===== src/rtl/instr_fetch_unit.sv =====
// Instruction-fetch stage: owns the PC, fetches one word per instruction over a
// req/ack handshake and selects the next PC. Optional trap macro: IFETCH_MISALIGN_TRAP_EN.
module instr_fetch_unit #(
    parameter logic [31:0] RESET_PC = 32'h0000_0000,
    parameter int          CNT_W    = 32
) (
    input  logic             clk,
    input  logic             rst,
    output logic             imem_req,
    output logic [31:0]      imem_addr,
    input  logic             imem_ack,
    input  logic [31:0]      imem_rdata,
    output logic [31:0]      instr,
    output logic             instr_valid,
    input  logic             retire,
    input  logic             jump,
    input  logic             branch,
    input  logic             nequal,
    input  logic             jr,
    input  logic             alu_zero,
    input  logic [31:0]      jr_target,
    output logic [31:0]      pc,
    output logic [31:0]      pc_plus4,
    output logic [CNT_W-1:0] retired_cnt,
    output logic             fetch_err
);

`ifdef IFETCH_MISALIGN_TRAP_EN
    typedef enum logic [1:0] {
        IDLE  = 2'b00,
        FETCH = 2'b01,
        EXEC  = 2'b10,
        HALT  = 2'b11
    } state_t;
`else
    typedef enum logic [1:0] {
        IDLE  = 2'b00,
        FETCH = 2'b01,
        EXEC  = 2'b10
    } state_t;
`endif

    state_t             state_r;
    state_t             state_next_s;
    logic [31:0]        pc_r;
    logic [31:0]        instr_r;
    logic               imem_req_r;
    logic               instr_valid_r;
    logic [CNT_W-1:0]   cnt_r;
    logic [31:0]        pc_plus4_s;
    logic [31:0]        branch_off_s;
    logic [31:0]        target_raw_s;
    logic [31:0]        next_pc_s;
    logic               trap_s;
    logic               advance_s;

    assign pc_plus4_s   = pc_r + 32'd4;
    assign branch_off_s = {{14{instr_r[15]}}, instr_r[15:0], 2'b00};
    assign advance_s    = (state_r == EXEC) && retire;

    // Next-PC selection in decoder priority order: jr, jump, taken branch, sequential.
    always_comb begin
        target_raw_s = pc_plus4_s;
        if (jr) begin
            target_raw_s = jr_target;
        end else if (jump) begin
            target_raw_s = {pc_plus4_s[31:28], instr_r[25:0], 2'b00};
        end else if (branch && (alu_zero ^ nequal)) begin
            target_raw_s = pc_plus4_s + branch_off_s;
        end else begin
            target_raw_s = pc_plus4_s;
        end
    end

`ifdef IFETCH_MISALIGN_TRAP_EN
    assign next_pc_s = target_raw_s;
    assign trap_s    = (target_raw_s[1:0] != 2'b00);
`else
    // Misaligned targets are silently realigned to the word boundary.
    assign next_pc_s = target_raw_s & 32'hFFFF_FFFC;
    assign trap_s    = 1'b0;
`endif

    // Next-state logic of the fetch FSM.
    always_comb begin
        state_next_s = state_r;
        case (state_r)
            IDLE: begin
                state_next_s = FETCH;
            end
            FETCH: begin
                if (imem_ack) begin
                    state_next_s = EXEC;
                end else begin
                    state_next_s = FETCH;
                end
            end
            EXEC: begin
                if (retire) begin
`ifdef IFETCH_MISALIGN_TRAP_EN
                    if (trap_s) begin
                        state_next_s = HALT;
                    end else begin
                        state_next_s = FETCH;
                    end
`else
                    state_next_s = FETCH;
`endif
                end else begin
                    state_next_s = EXEC;
                end
            end
`ifdef IFETCH_MISALIGN_TRAP_EN
            HALT: begin
                state_next_s = HALT;
            end
`endif
            default: begin
                state_next_s = IDLE;
            end
        endcase
    end

    // State register and registered handshake outputs.
    always_ff @(posedge clk or posedge rst) begin
        if (rst) begin
            state_r       <= IDLE;
            imem_req_r    <= 1'b0;
            instr_valid_r <= 1'b0;
        end else begin
            state_r       <= state_next_s;
            imem_req_r    <= (state_next_s == FETCH);
`ifdef IFETCH_MISALIGN_TRAP_EN
            instr_valid_r <= (state_next_s == EXEC) || (state_next_s == HALT);
`else
            instr_valid_r <= (state_next_s == EXEC);
`endif
        end
    end

    // Instruction capture, PC advance and retire counting.
    always_ff @(posedge clk or posedge rst) begin
        if (rst) begin
            pc_r    <= RESET_PC;
            instr_r <= 32'h0000_0000;
            cnt_r   <= '0;
        end else begin
            if ((state_r == FETCH) && imem_ack) begin
                instr_r <= imem_rdata;
            end
            if (advance_s) begin
                cnt_r <= cnt_r + CNT_W'(1);
                if (!trap_s) begin
                    pc_r <= next_pc_s;
                end
            end
        end
    end

`ifdef IFETCH_MISALIGN_TRAP_EN
    logic fetch_err_r;

    // Sticky trap flag; only reset leaves HALT.
    always_ff @(posedge clk or posedge rst) begin
        if (rst) begin
            fetch_err_r <= 1'b0;
        end else begin
            fetch_err_r <= (state_next_s == HALT);
        end
    end

    assign fetch_err = fetch_err_r;
`else
    assign fetch_err = 1'b0;
`endif

    assign imem_req    = imem_req_r;
    assign imem_addr   = pc_r;
    assign instr       = instr_r;
    assign instr_valid = instr_valid_r;
    assign pc          = pc_r;
    assign pc_plus4    = pc_plus4_s;
    assign retired_cnt = cnt_r;

endmodule


===== config.mk =====
export PLATFORM = sky130hd
export DESIGN_NAME = instr_fetch_unit
export DESIGN_NICKNAME = d
export VERILOG_FILES = /design/src/rtl/instr_fetch_unit.sv
export SDC_FILE = /design/constraint.sdc
export NUM_CORES = 1
export LEC_CHECK = 0
export CAP_MARGIN = 20
export CORE_MARGIN = 5
export CORE_UTILIZATION = 30
export CTS_CLUSTER_SIZE = 24
export DETAILED_ROUTE_END_ITERATION = 10
export HOLD_SLACK_MARGIN = 0.15
export MAX_ROUTING_LAYER = met4
export PLACE_DENSITY_LB_ADDON = 0.15
export SLEW_MARGIN = 10
export SYNTH_ARGS = -nofsm -noshare
export SYNTH_HDL_FRONTEND = slang
export SYNTH_SLANG_ARGS = --single-unit

===== constraint.sdc =====
create_clock -name clk -period 4.6 [get_ports clk]
set_input_delay 0.69 -clock clk [delete_from_list [all_inputs] [get_ports clk]]
set_output_delay 0.69 -clock clk [all_outputs]
set_load 0.03 [all_outputs]

; Yosys cells after proc, flatten, opt, wreduce, memory -nomap -nowiden
; Index checks and enable logic that the tools add are counted.
; W data, S select, Z words.
[word_totals]
ff_bits = 98
latch_bits = 0
ramBits = 0
rom_bits = 0
in_bits = 73
out_inout_bits = 163
elab_cells = 24
memories = 0
[classes]
add_sub_neg = 3
n_mul = 0
n_div = 0
n_lt_le_gt_ge = 0
n_eq_ne = 4
shifts = 0
mux = 6
bitwise = 1
reduce_logical = 4
[ops]
columns = op, n
row1 = $mux W32, 3
row2 = $add A32 B1 Y32 const B, 1
row3 = $add A32 B3 Y32 const B, 1
row4 = $add A32 B32 Y32, 1
row5 = $pmux W2 S3, 1
row6 = $eq A2 B1 Y1 const B, 2
row7 = $eq A2 B2 Y1 const B, 2
row8 = $mux W2, 2
row9 = $logic_and A1 B1 Y1, 3
row10 = $logic_not A2 Y1, 1
row11 = $xor A1 B1 Y1, 1

; Depth between registers and ports, before layout
; Gate-level depths: netlist (run 1).
[logic_depth]
ltp_word = 5
depth_mapped = 15

; Worst setup path before layout (run 1)
; OpenSTA, ideal clock, no wires.
[synth_path]
path_kind = reg-to-reg
startpoint = reg pc_r[17] (netlist: imem_addr[17])
endpoint = reg pc_r[31] (netlist: imem_addr[31])
arrival_time_ps = 3796
t_required_ps = 4473
setup_slack_ps = 677
stages_incl_launch_ff = 15
n_path_buf = 0
synth_period_minus_slack_ps = 3923
cell_sequence = dfrtp_1 -> and4_4 -> nand4_4 -> or4_4 -> nor2_1 -> xor2_1 -> ha_1 -> a21o_1 -> a21oi_1 -> nor2b_1 -> a31o_2 -> a31oi_1 -> o211ai_1 -> mux2i_1 -> nand3_1
[synth_via]
elab_chain_len = 5
[synth_rtl]
columns = element, line
row1 = "start, declared", 45  ; logic [31:0] pc_r;
row2 = "start signal, assigned", 154  ; pc_r <= next_pc_s;
row3 = $add A32 B3 Y32, 57  ; assign pc_plus4_s = pc_r + 32'd4;
row4 = named net pc_plus4[28], 23  ; output logic [31:0] pc_plus4,
row5 = $add A32 B32 Y32, 69  ; target_raw_s = pc_plus4_s + branch_off_s;
row6 = $mux W32, 68  ; end else if (branch && (alu_zero ^ nequal)) begin
row7 = $mux W32, 66  ; end else if (jump) begin
row8 = $mux W32, 64  ; if (jr) begin
; The timed path passes the listed nets, and every way through them passes these cells.
; A chain may end at the register's enable or synchronous reset.

; Worst setup path after layout (run 1)
[layout_path]
startpoint = reg pc_r[4] (netlist: imem_addr[4])
endpoint = reg pc_r[30] (netlist: imem_addr[30])
[layout_via]
elab_chain_len = 5
[layout_rtl]
columns = element, line
row1 = $add A32 B3 Y32 *, 57
row2 = $add A32 B32 Y32, 69
row3 = $mux W32, 68
row4 = $mux W32 *, 66
row5 = $mux W32 *, 64
; Every way passes the cells marked *; elsewhere a longest branch is shown, timed or not.

==> results of run 1 <==
cells in the final DEF (no fill, tap or decap), drive strengths merged, types with 13 or more instances in the layout:
cell type        n
nand2           82
and3            19
inv             21
dfrtp           98
a21oi           41
nand3           28
buf             22
a31oi           13
nand4           22
mux2            33
ha              38
clkdlybuf4s50  226
nor2            60
xor2            19
a21o            30
o21ai           31
xnor2           62
power breakdown:
group	internal, W	leakage (nW)	switching (W)
registers	0.00116	1.22	0.000458
clock network	0.000438	0.155	0.000400
logic	0.00243	2.84	0.00327
through the flow:
step | std cells | cell area [µm²]
after detailed placement | 1297 | 9660
after CTS | 1313 | 9980
after global routing | 1315 | 9980
after global placement | 1297 | 9660
after floorplan | 798 | 7230
final | 1315 | 9980
area by class of cell:
class / instances / area (µm²)
clock buffer: 9 / 225
timing repair buffer: 248 / 2430
clock inverter: 7 / 87.6
fill: 2403 / 13600
multi-input combinational: 616 / 4320
antenna: 2 / 5.00
tap: 319 / 399
sequential: 98 / 2450
inverter: 16 / 62.6
kinds of logic (layout without fill, tap and decap cells):
logic type                 Yosys count  count (layout)  share of synthesized area [%]
AOI/OAI and AO/OA                  184             184                           18.0
xor gates and xnor gates            81              81                           9.95
adders and majority gates           39              39                           6.88
buffers and inverters               84             280                           6.34
DFF                                 98              98                           34.0
muxes                               39              39                           5.99
other                                1               9                         0.0520
and+or+nand+nor                    266             266                           18.7
metal layers:
metal  global-route usage [%]  routed length [µm]  share of wire, %
met4                     4.01                 327               1.3
met3                     3.99                1410               5.5
met5                        -                   0                 0
met2                     30.6               12200                47
met1                     26.5               11900                46
flip-flops by register name (all words and copies together) (netlist names):
signal / cells
imem_addr: 30
imem_req: 1
instr: 32
instr_valid: 1
retired_cnt: 32
state_r: 2
worst max-delay path, cell delays in order, from the launching register on:
cell      delay (ns)
dfrtp_1         0.49
and4_1          0.28
nand3_1         0.31
nor2_1          0.31
buf_4           0.20
xor2_1          0.33
ha_1            0.29
nor2_1          0.07
or3b_1          0.38
a211o_1         0.33
o211ai_2        0.17
a211oi_4        0.15
and3_1          0.19
nor4_1          0.36
a21oi_1         0.07
final timing paths:
path,slack (ns),depth (start not counted),to,from
min,0.48,1,retired_cnt[31]$_DFFE_PP0P_,retired_cnt[31]$_DFFE_PP0P_
min in group asynchronous,0.88,2,retired_cnt[10]$_DFFE_PP0P_,rst
max reg2reg,0.53,14,imem_addr[30]$_DFFE_PP0P_,imem_addr[4]$_DFFE_PP0P_
min reg2reg,0.48,1,retired_cnt[31]$_DFFE_PP0P_,retired_cnt[31]$_DFFE_PP0P_
max,0.53,14,imem_addr[30]$_DFFE_PP0P_,imem_addr[4]$_DFFE_PP0P_
max in group asynchronous,2.93,3,imem_addr[17]$_DFFE_PP0P_,rst
synthesized netlist by cell type (4+ instances only):
cell type / number
dfrtp_1: 98
and2_1: 5
nand3_1: 27
xnor2_1: 61
a21o_1: 27
clkbuf_1: 27
nor2_1: 60
o211ai_1: 8
nand3b_1: 4
and4_1: 8
ha_1: 38
xor2_1: 19
a221oi_1: 4
inv_1: 16
o22ai_1: 7
a221o_1: 4
o21ai_0: 31
nor4_1: 8
and3_1: 18
nor2b_1: 6
nor3_1: 11
a211o_1: 4
buf_4: 37
o21bai_1: 7
mux2i_1: 6
a211oi_1: 5
nand4_1: 19
nand2_1: 82
a21oi_1: 40
mux2_2: 33
a31oi_1: 13
==> flow_metrics.tcl, run 1 <==
set metrics [dict create \
    status "finished clean" \
    grt_pass1_wl_um 39700 \
    grt-ovfl-total 0 \
    path_class "register to register" \
    clock-sinks 98 \
    hold-worst-slack_ns 0.483 \
    netlist_instances 792 \
    crit_fanout 8 \
    cts-root-buf "clkbuf_16" \
    clk_path_buf_depth 2 \
    synth-warning-count 0 \
    max_slew_margin_pct 37.2 \
    dieArea_um2 27200 \
    drive_gt1_share_pct 10.2 \
    synth_ff_type "dfrtp_1" \
    cts_setup_buffers 0 \
    drt_iter0_drc 525 \
    num_rows 56 \
    utilization_pct 42.4 \
    fin_ws_ns 0.528 \
    avgSynthCellArea_um2 9.10 \
    clk_pin_slew_ns 0.08 \
    setup_viol 0 \
    grt_usage_pct 19.6 \
    gp_congestion 0.911 \
    cts_tree "built" \
    synth_top_area_share_pct 34.0 \
    hp-class "register to register" \
    period_needed_ns 4.07 \
    netlist_area_um2 7210 \
    timing.fmax_ghz 0.246 \
    die_x_um 165 \
    num-nets-final 1101 \
    io_pins 236 \
    area_growth_pct 38.5 \
    postCtsHoldBufs 0 \
    clk_latency_ns 0.36 \
    critPathArrivalTime_ns 4.31 \
    async_flop_share_pct 100 \
    grt_max_degree 70 \
    cts_resized 0 \
    hold_viol 0 \
    grt_pass1_vias 6650 \
    initial_core_util_pct 30.6 \
    ys_top_cells_by_area "dfrtp_1, xnor2_1, ha_1" \
    timing.setup.tns_ns 0 \
    p_leak_nw 4.22 \
    power_density_nw_per_um2 817 \
    die_h_um 165 \
    drtPass1Iterations 5 \
    portBuffers 226 \
    fin_crit_sh_pct 88.5 \
    rsz0062_at_grt "false" \
    ant_nets 0 \
    cp-end-kind "register" \
    routed_wl_um 25900 \
    antenna_found_initial 2 \
    worst_pin_slew_ns 0.943 \
    required_ns 4.83 \
    cp-start-kind "register" \
    dp_hpwl_um 20200 \
    synth-seq-area-share_pct 34.0 \
    max-cap-violations 0 \
    drc_errors 0 \
    cts_buffers 9 \
    vias 6615 \
    yosysTopAreaCell "dfrtp_1" \
    routedWlPerCell_um 19.7 \
    vias_per_cell 5.03 \
    synth_seq_cells 98 \
    synth_edf_count 0 \
    core-area_um2 23500 \
    ir_drop_mv 0.378 \
    synth_cell_type_count 71 \
    pre_cts_slack_ns 0.601 \
    clock_skew_ns 0.00956 \
    power_w 0.00816 \
    cts-htree-levels 3 \
    slew_violations 0 \
]
Power figures use the tool's default switching activity.
==> inputs of run 2 (changes only) <==
--- a/config.mk
+++ b/config.mk
@@ -6,7 +6,7 @@
 export NUM_CORES = 1
 export LEC_CHECK = 0
 export CAP_MARGIN = 20
-export CORE_MARGIN = 5
+export CORE_MARGIN = 4
 export CORE_UTILIZATION = 30
 export CTS_CLUSTER_SIZE = 24
 export DETAILED_ROUTE_END_ITERATION = 10
==> run 2 against run 1 <==
  * Non-clock buffer count grew 1
  * Count of clock-buffer cells in the layout increased by 1
  * Largest cell class unchanged
  * Via count grew 2.1%
  * Sequential share of layout area hardly changed
  * Critical endpoint unchanged
  * Combinational power barely moved
  * Critical path type unchanged
  * Clock power fell by 6.3%
  * Maximum frequency is 0.95% lower
  * Power fell by 0.22%
  * First-iteration DRC count decreased by 15%
  * Design area shrank 0.13%
==> flow_metrics.tcl, run 2 (synthesis results as in run 1) <==
set metrics [dict create \
    vias 6755 \
    clk_latency_ns 0.36 \
    period_needed_ns 4.11 \
    p_leak_nw 4.21 \
    required_ns 4.83 \
    clk_path_buf_depth 2 \
    p_sw_w 0.00415 \
    core-area_um2 23500 \
    clk_pin_slew_ns 0.08 \
    num_rows 56 \
    timing.fmax_ghz 0.243 \
    postCtsHoldBufs 0 \
    rsz0062_at_grt "false" \
    pre_cts_slack_ns 0.601 \
    hp-class "register to register" \
    slew_violations 0 \
    die_h_um 163 \
    portBuffers 226 \
    area_growth_pct 38.3 \
    routed_wl_um 26000 \
    hold_viol 0 \
    clock_skew_ns 0.0138 \
    highest_layer "met4" \
    antenna_found_initial 2 \
    fin_ws_ns 0.489 \
    cts_resized 0 \
    drc_errors 0 \
    dp_hpwl_um 19800 \
    drt_iter0_drc 446 \
    die_x_um 163 \
    num-nets-final 1102 \
    fin_crit_sh_pct 89.4 \
    drive_gt1_share_pct 10.3 \
    final_cell_area_um2 9970 \
    layout_commonest_cell "clkdlybuf4s50_1" \
    cts_buffers 9 \
    drt-met1-wl_um 11600 \
    grt_usage_pct 19.8 \
    clockPowerShare_pct 9.6 \
    crit_fanout 8 \
    critPathArrivalTime_ns 4.34 \
    power.internal_w 0.00399 \
    grt-ovfl-total 0 \
    timing.setup.tns_ns 0 \
    io_pins 236 \
    grt_max_degree 54 \
    cts_tree "built" \
    utilization_pct 42.3 \
    drtPass1Iterations 5 \
    dieArea_um2 26600 \
    vias_per_cell 5.13 \
    met3_length_um 1810 \
    wl_met2_um 12100 \
    clock-sinks 98 \
    routedWlPerCell_um 19.7 \
    layout_common_cells "clkdlybuf4s50_1, dfrtp_1, nand2_1, xnor2_1, nor2_1" \
    max-cap-violations 0 \
    setup_viol 0 \
    p_comb_share_pct 70.4 \
    cp-end-kind "register" \
    path_class "register to register" \
    ant_nets 0 \
    cts-htree-levels 3 \
    cp-start-kind "register" \
    power_density_nw_per_um2 817 \
    placed_area_um2 9670 \
    p_sw_share_pct 50.9 \
    initial_core_util_pct 30.6 \
    worst_pin_slew_ns 1.01 \
    ir_drop_mv 0.414 \
    fillers 2416 \
    seqPwrFrac_pct 19.9 \
    grt_pass1_vias 6715 \
    cts_setup_buffers 0 \
    max_slew_margin_pct 32.9 \
    grt_pass1_wl_um 39600 \
    gp_congestion 0.902 \
    cts-root-buf "clkbuf_16" \
    status "finished clean" \
]
==> run 2: critical path, stage by stage, from the launching register on <==
cell and delay, ns:
dfrtp_1 0.55, and4_1 0.41, nand2_1 0.32, nor2_1 0.21
xor2_1 0.11, ha_1 0.44, and3_1 0.25, or3b_1 0.39
a211o_1 0.32, o211ai_2 0.18, a211oi_4 0.16, and3_1 0.20
nor4_1 0.35, a21oi_1 0.07
==> run 2: path summary, 6_finish.rpt <==
path                       cells after the start                        start  slack [ns]                     endpoint
setup / recovery                              13     imem_addr[4]$_DFFE_PP0P_        0.49    imem_addr[30]$_DFFE_PP0P_
hold / removal                                 1  retired_cnt[31]$_DFFE_PP0P_        0.47  retired_cnt[31]$_DFFE_PP0P_
setup reg to reg                              13     imem_addr[4]$_DFFE_PP0P_        0.49    imem_addr[30]$_DFFE_PP0P_
hold reg to reg                                1  retired_cnt[31]$_DFFE_PP0P_        0.47  retired_cnt[31]$_DFFE_PP0P_
max in group asynchronous                      3                          rst        2.93         instr[9]$_DFFE_PP0P_
min in group asynchronous                      2                          rst        0.78  retired_cnt[10]$_DFFE_PP0P_
==> run 2: final cells by class <==
type | instances | area [µm²] | area share (%)
timing repair buffer | 249 | 2430 | 24.4
multi-input combinational | 616 | 4320 | 43.4
sequential | 98 | 2450 | 24.6
clock buffer | 10 | 239 | 2.40
antenna | 2 | 5.00 | 0.0502
tap | 319 | 399 | 4.00
clock inverter | 6 | 53.8 | 0.540
inverter | 16 | 62.6 | 0.628
==> run 2: per-stage QoR <==
step | cells | hold slack (ns) | total power, W
global route | 1316 | 0.509 | 0.00869
CTS | 1314 | 0.484 | 0.00817
floorplan | 798 | 0.504 | 0.00549
detailed placement | 1298 | 0.463 | 0.00733
finish | 1316 | 0.475 | 0.00814
global placement | 1298 | 0.472 | 0.00733
==> run 2: metal layers <==
metal / track usage [%] / vias to the layer above
li1: - / 3226
met1: 26.2 / 3266
met2: 31.3 / 234
met3: 3.75 / 29
met4: 5.26 / 0
met5: - / -
==> run 2: power by group through the flow <==
stage               sequential, W  combinational (W)  clock [W]
finish                    0.00162            0.00573   0.000785
global route              0.00169            0.00617   0.000837
CTS                       0.00163            0.00573   0.000814
detailed placement        0.00164            0.00569          0
global placement          0.00164            0.00569          0
floorplan                 0.00209            0.00340          0
==> inputs of run 3 (changes only) <==
--- a/config.mk
+++ b/config.mk
@@ -5,7 +5,7 @@
 export SDC_FILE = /design/constraint.sdc
 export NUM_CORES = 1
 export LEC_CHECK = 0
-export CAP_MARGIN = 20
+export CAP_MARGIN = 5
 export CORE_MARGIN = 4
 export CORE_UTILIZATION = 30
 export CTS_CLUSTER_SIZE = 24
==> results of run 3 <==
Same layout as run 2: the final DEF is identical, and so are final timing and power.
==> patch 1: new RTL, config.mk and constraints of run 3 <==
Add a define of `IFETCH_MISALIGN_TRAP_EN`.
--- a/src/rtl/instr_fetch_unit.sv
+++ b/src/rtl/instr_fetch_unit.sv
@@ -1,4 +1,6 @@
 // Instruction-fetch stage: owns the PC, fetches one word per instruction over a
 // req/ack handshake and selects the next PC. Optional trap macro: IFETCH_MISALIGN_TRAP_EN.
+`define IFETCH_MISALIGN_TRAP_EN
+
 module instr_fetch_unit #(
     parameter logic [31:0] RESET_PC = 32'h0000_0000,
Formal check against the unedited RTL: not equivalent (a bounded check fails within 4 cycles, from zero or initial values and one cycle with rst high).
==> patch 1 against run 3 <==
  * Sequential cell count grew 3
  * Highest routed layer unchanged
  * Final area fell by 1.2%
  * Count of clock-buffer cells in the layout is 1 lower
  * Worst setup slack lost 62 ps
  * Synthesized area fell by 1.8%
  * Hold slack gained 2.4 ps
  * Wire length fell by 4.2%
  * Power is 13% lower
==> patch 1: results (changes against run 3) <==
[critical_path]
r2r_cells=15  ; +2
path_max_fanout=9  ; +1
reg2reg_slack_ps=430  ; -60 ps

[layout]
fillers=2287  ; -5.3%
drive_above_1_share_pct=9.166  ; -1.1 points
nNetsFinal=1078  ; -2.2%
n_antenna_cell=0  ; -2

[drt]
via_count=6419  ; -5.0%
wl_mm=24.88  ; -4.2%
drtIter0Drc=304  ; -32%
via_per_inst=4.999  ; -2.6%

[sta]
holdWs_ps=477.1  ; +2.372 ps
worst_slew_pin_slew_ps=1006  ; +0.05355 ps
skew_ps=10.18  ; -3.573 ps

[outcome]
outcome=finished, final reports clean

[pwr]
p_leak_uw=0.004152  ; -1.4%
ir_drop_uv=392.2  ; -5.2%

[global_route]
grt_usage_pct=19.39  ; -0.40 points
grt_pass1_vias=6548  ; -2.5%
antenna_found_initial=0  ; -2
grt_max_degree=44  ; -19%

[placement]
dp_hpwl_mm=19.00  ; -3.9%
port_buffers=235  ; +4.0%
dp_cells=1268  ; -2.3%
pre_cts_ws_ps=455.9  ; -145.5 ps
gp_congestion=0.9123  ; +1.1%
post_dp_cell_area_mm2=0.009529  ; -1.5%

[logic_synthesis]
synth_cell_types=70  ; -1.4%
synth_area_per_cell_um2=9.130  ; +0.35%
yosys-top-cells-count=101 x dfrtp_1, 77 x nand2_1, 58 x xnor2_1
yosys-top-cells-area=dfrtp_1 36%, xnor2_1 7.2%, ha_1 6.7%
seq_area_frac_synth_pct=35.72  ; +1.7 points

patch 1: worst max path at each step:
stage                                to  slack, ps  cells after the start
after floorplan           imem_addr[25]        560                     15
after CTS                 imem_addr[23]        430                     15
after global routing      imem_addr[23]         60                     15
after global placement    imem_addr[23]        500                     15
final                     imem_addr[23]        430                     15
after detailed placement  imem_addr[23]        460                     15
patch 1: layer usage:
metal / up-vias / routed length, µm / global-route usage (%)
li1: 3124 / - / -
met1: 3098 / 11720 / 26.55
met2: 184 / 11580 / 30.55
met3: 13 / 1389 / 3.904
met4: 0 / 194 / 2.831
met5: - / 0 / -
patch 1: worst max-delay path, stage by stage (launching register included):
cell	delay, ps
dfrtp_1	500
and4_4	300
and4_1	440
nand2_1	170
nor2_1	140
xor2_1	410
ha_1	290
nand2_1	90
nor4_1	410
nand4_1	190
nand3_1	260
o2111ai_1	170
nand2_1	120
xor2_1	190
nor2_1	80
o41ai_2	310
patch 1: area by class of cell:
class / instances / area (µm²) / area share, %
Clock buffer: 9 / 225.2 / 2.287
Clock inverter: 7 / 92.59 / 0.9403
Inverter: 20 / 77.57 / 0.7878
Multi-Input combinational cell: 587 / 4095 / 41.59
Sequential cell: 101 / 2527 / 25.67
Tap cell: 313 / 391.6 / 3.977
Timing Repair Buffer: 247 / 2437 / 24.75
patch 1: cells by family after synthesis:
kind of cell / share of synthesized area (%)
flip-flops: 35.72
multiplexers: 5.977
buffers and inverters: 6.578
AND/OR/NAND/NOR: 17.12
XOR/XNOR: 10.24
adder cells (fa/ha/maj): 7.003
AO/OA/AOI/OAI: 17.37
patch 1: where the power goes:
group	switching (µW)	internal [µW]	total, µW
logic	2750	1940	4690
registers	432	1160	1590
clock network	419	392	810
total	3600	3490	7090
patch 1: metrics by stage:
step | util (%) | total power (µW)
final | 42.97 | 7086
after floorplan | - | 4673
after global routing | 42.97 | 7570
after global placement | 41.58 | 6303
after CTS | 42.97 | 7138
after detailed placement | 41.58 | 6280
==> patch 2: new RTL, settings of run 3 <==
Made on the original files. Add an input register stage for `jr_target`, cleared by the reset; this delays it by one clock. The other inputs are not delayed to match.
--- a/src/rtl/instr_fetch_unit.sv
+++ b/src/rtl/instr_fetch_unit.sv
@@ -25,4 +25,14 @@
     output logic             fetch_err
 );
+
+    logic [31:0] jr_target_q;
+
+    always_ff @(posedge clk or posedge rst) begin
+        if (rst) begin
+            jr_target_q <= '0;
+        end else begin
+            jr_target_q <= jr_target;
+        end
+    end
 
 `ifdef IFETCH_MISALIGN_TRAP_EN
@@ -63,5 +73,5 @@
         target_raw_s = pc_plus4_s;
         if (jr) begin
-            target_raw_s = jr_target;
+            target_raw_s = jr_target_q;
         end else if (jump) begin
             target_raw_s = {pc_plus4_s[31:28], instr_r[25:0], 2'b00};
Function: changed (Yosys sat finds a counterexample within 4 cycles, from zero or initial values and one cycle with rst high).
==> patch 2 against run 3 <==
  * Synthesized cell count is 6.6% higher
  * Critical endpoint is now imem_addr[23]
  * Wire length increased by 5.9%
  * Power rose by 12%
  * Non-clock buffer count up 12
  * Synthesized area increased by 9.1%
  * Sequential cell count increased by 30
  * Worst setup slack worse by 100 ps
  * Final area grew 11%
  * Critical path depth grew 4
==> patch 2: results (changes against run 3) <==
[outcome]
outcome=finished, final reports clean

[critical_path]
reg2reg_slack_ps=390  ; -100 ps
crit_type=reg -> reg
r2r_cells=17  ; +4
reg2reg_to=imem_addr[23]
path_max_fanout=7  ; -1
regToRegStartpoint=imem_addr[2]

[clocking]
clk_pin_slew_ps=70
root_buffer=clkbuf_16
numCtsBuffers=17  ; +8
postCtsSetupBuffers=0  ; unchanged
post_cts_resized=0  ; unchanged
clkLatencyLatePin_ps=430  ; +70 ps
cts_max_level=4  ; +1
clock_path_buffers=2  ; unchanged

[pwr]
p_leak_uw=0.004601  ; +9.3%
ir_drop_uv=326.6  ; -21%

[sta]
skew_ps=13.35  ; -0.4053 ps
maxSlewHeadroom_pct=38.95  ; +6.0 points
setup_viol=0  ; unchanged

[global_route]
grt_pass1_vias=7022  ; +4.6%
grt_pass1_wl_mm=42.20  ; +6.5%
grt_usage_pct=19.54  ; -0.26 points
gr-usage-met2_pct=29.41  ; -1.9 points
met3_usage_pct=4.994  ; +1.2 points
grt_max_degree=89  ; +65%
antenna_found_initial=4  ; +2
grtUsageMet1_pct=26.32  ; +0.14 points

[min_path]
holdPathEnd=retired_cnt[31]
hold-path-cell-count=1  ; unchanged
hold_start=retired_cnt[31]
min_path_type=reg -> reg

[placement]
port_buffers=226  ; unchanged
dp_hpwl_mm=20.93  ; +5.9%
post_dp_cell_area_mm2=0.01043  ; +7.8%
gp_congestion=0.9041  ; +0.21%

[drt]
wl_mm=27.51  ; +5.9%
drtIter0Drc=410  ; -8.1%
drtPass1Iterations=5  ; unchanged
via_per_inst=5.023  ; -2.1%

[logic_synthesis]
yosys-top-cells-area=dfrtp_1 41%, xnor2_1 6.3%, ha_1 6.0%
ys_async_sr_fraction_pct=100.0  ; unchanged
synth_cell_types=62  ; -13%
ys.warnings.count=0  ; unchanged
netlist_instances=844  ; +6.6%
yosys-top-cells-count=128 x dfrtp_1, 88 x nand2_1, 62 x a21oi_1
seq_area_frac_synth_pct=40.73  ; +6.7 points

[layout]
multi_input_area_mm2=0.004204  ; -2.7%
fillers=2515  ; +4.1%
nNetsFinal=1170  ; +6.2%
drive_above_1_share_pct=10.74  ; +0.49 points

[patch 2: cell types whose count changed after synthesis, sizes merged, moves of 6 or more]
| cell | run 3 | this run |
|---|---|---|
| a21o | 30 | 11 |
| nor4 | 9 | 3 |
| nand2 | 82 | 89 |
| dfrtp | 98 | 128 |
| a21oi | 41 | 62 |
| a31oi | 13 | 7 |
| a211oi | 6 | 14 |
| o21ai | 31 | 49 |
| nand3b | 4 | 10 |
| nor2 | 60 | 54 |
| o21bai | 8 | 2 |
[patch 2: logic make-up after synthesis]
kind of cell / share of synthesized area [%]
and+or+nand+nor: 17.14
AOI/OAI and AO/OA: 15.66
DFF: 40.73
buffers and inverters: 6.126
xor gates and xnor gates: 9.021
adders and majority gates: 6.301
muxes: 4.980
other: 0.04769
[patch 2: how the worst max path moves through the flow]
stage / endpoint / slack [ps] / cells after the start
2_1_floorplan: imem_addr[27] / 100 / 15
3_3_place_gp: imem_addr[23] / 400 / 17
3_5_place_dp: imem_addr[27] / 460 / 17
4_1_cts: imem_addr[23] / 420 / 17
5_1_grt: imem_addr[23] / 140 / 17
6_report: imem_addr[23] / 390 / 17
[patch 2: per-stage QoR]
stage	setup WS [ps]	hold slack [ps]	cells
3_3_place_gp	402.4	463.8	1369
5_1_grt	141.3	504.1	1405
3_5_place_dp	458.6	472.0	1369
2_1_floorplan	103.3	494.6	850
6_report	385.5	475.5	1405
4_1_cts	422.3	482.3	1401
[patch 2: metal layers]
| layer | share of wire [%] | routed length, µm |
|---|---|---|
| met5 | 0 | 0 |
| met4 | 1.4 | 398 |
| met3 | 6.7 | 1835 |
| met2 | 46 | 12610 |
| met1 | 46 | 12660 |
[patch 2: critical path, cell delays in order (launching register included)]
cell	delay (ps)
dfrtp_1	350
ha_1	190
nand3_1	150
or2_2	350
nor3_1	190
buf_4	160
nand3_1	90
xnor2_1	240
ha_1	370
a21oi_1	240
o221ai_1	150
a21oi_1	330
a211oi_1	180
o21a_1	190
o311ai_0	530
buf_4	210
o21ai_0	70
a21oi_1	130
[patch 2: report_power, final]
group          internal (µW)  switching [µW]  total, µW
combinational           2430            3420       5850
sequential              1440             444       1880
clock                    729             638       1370
total                   4590            4500       9100
[patch 2: area by class of cell]
class | count | share of cell area, %
Sequential cell | 128 | 29.06
Clock inverter | 15 | 1.453
Inverter | 18 | 0.6585
Timing Repair Buffer | 261 | 22.98
Antenna cell | 4 | 0.09083
Clock buffer | 17 | 3.860
Tap cell | 330 | 3.747
Multi-Input combinational cell | 632 | 38.15
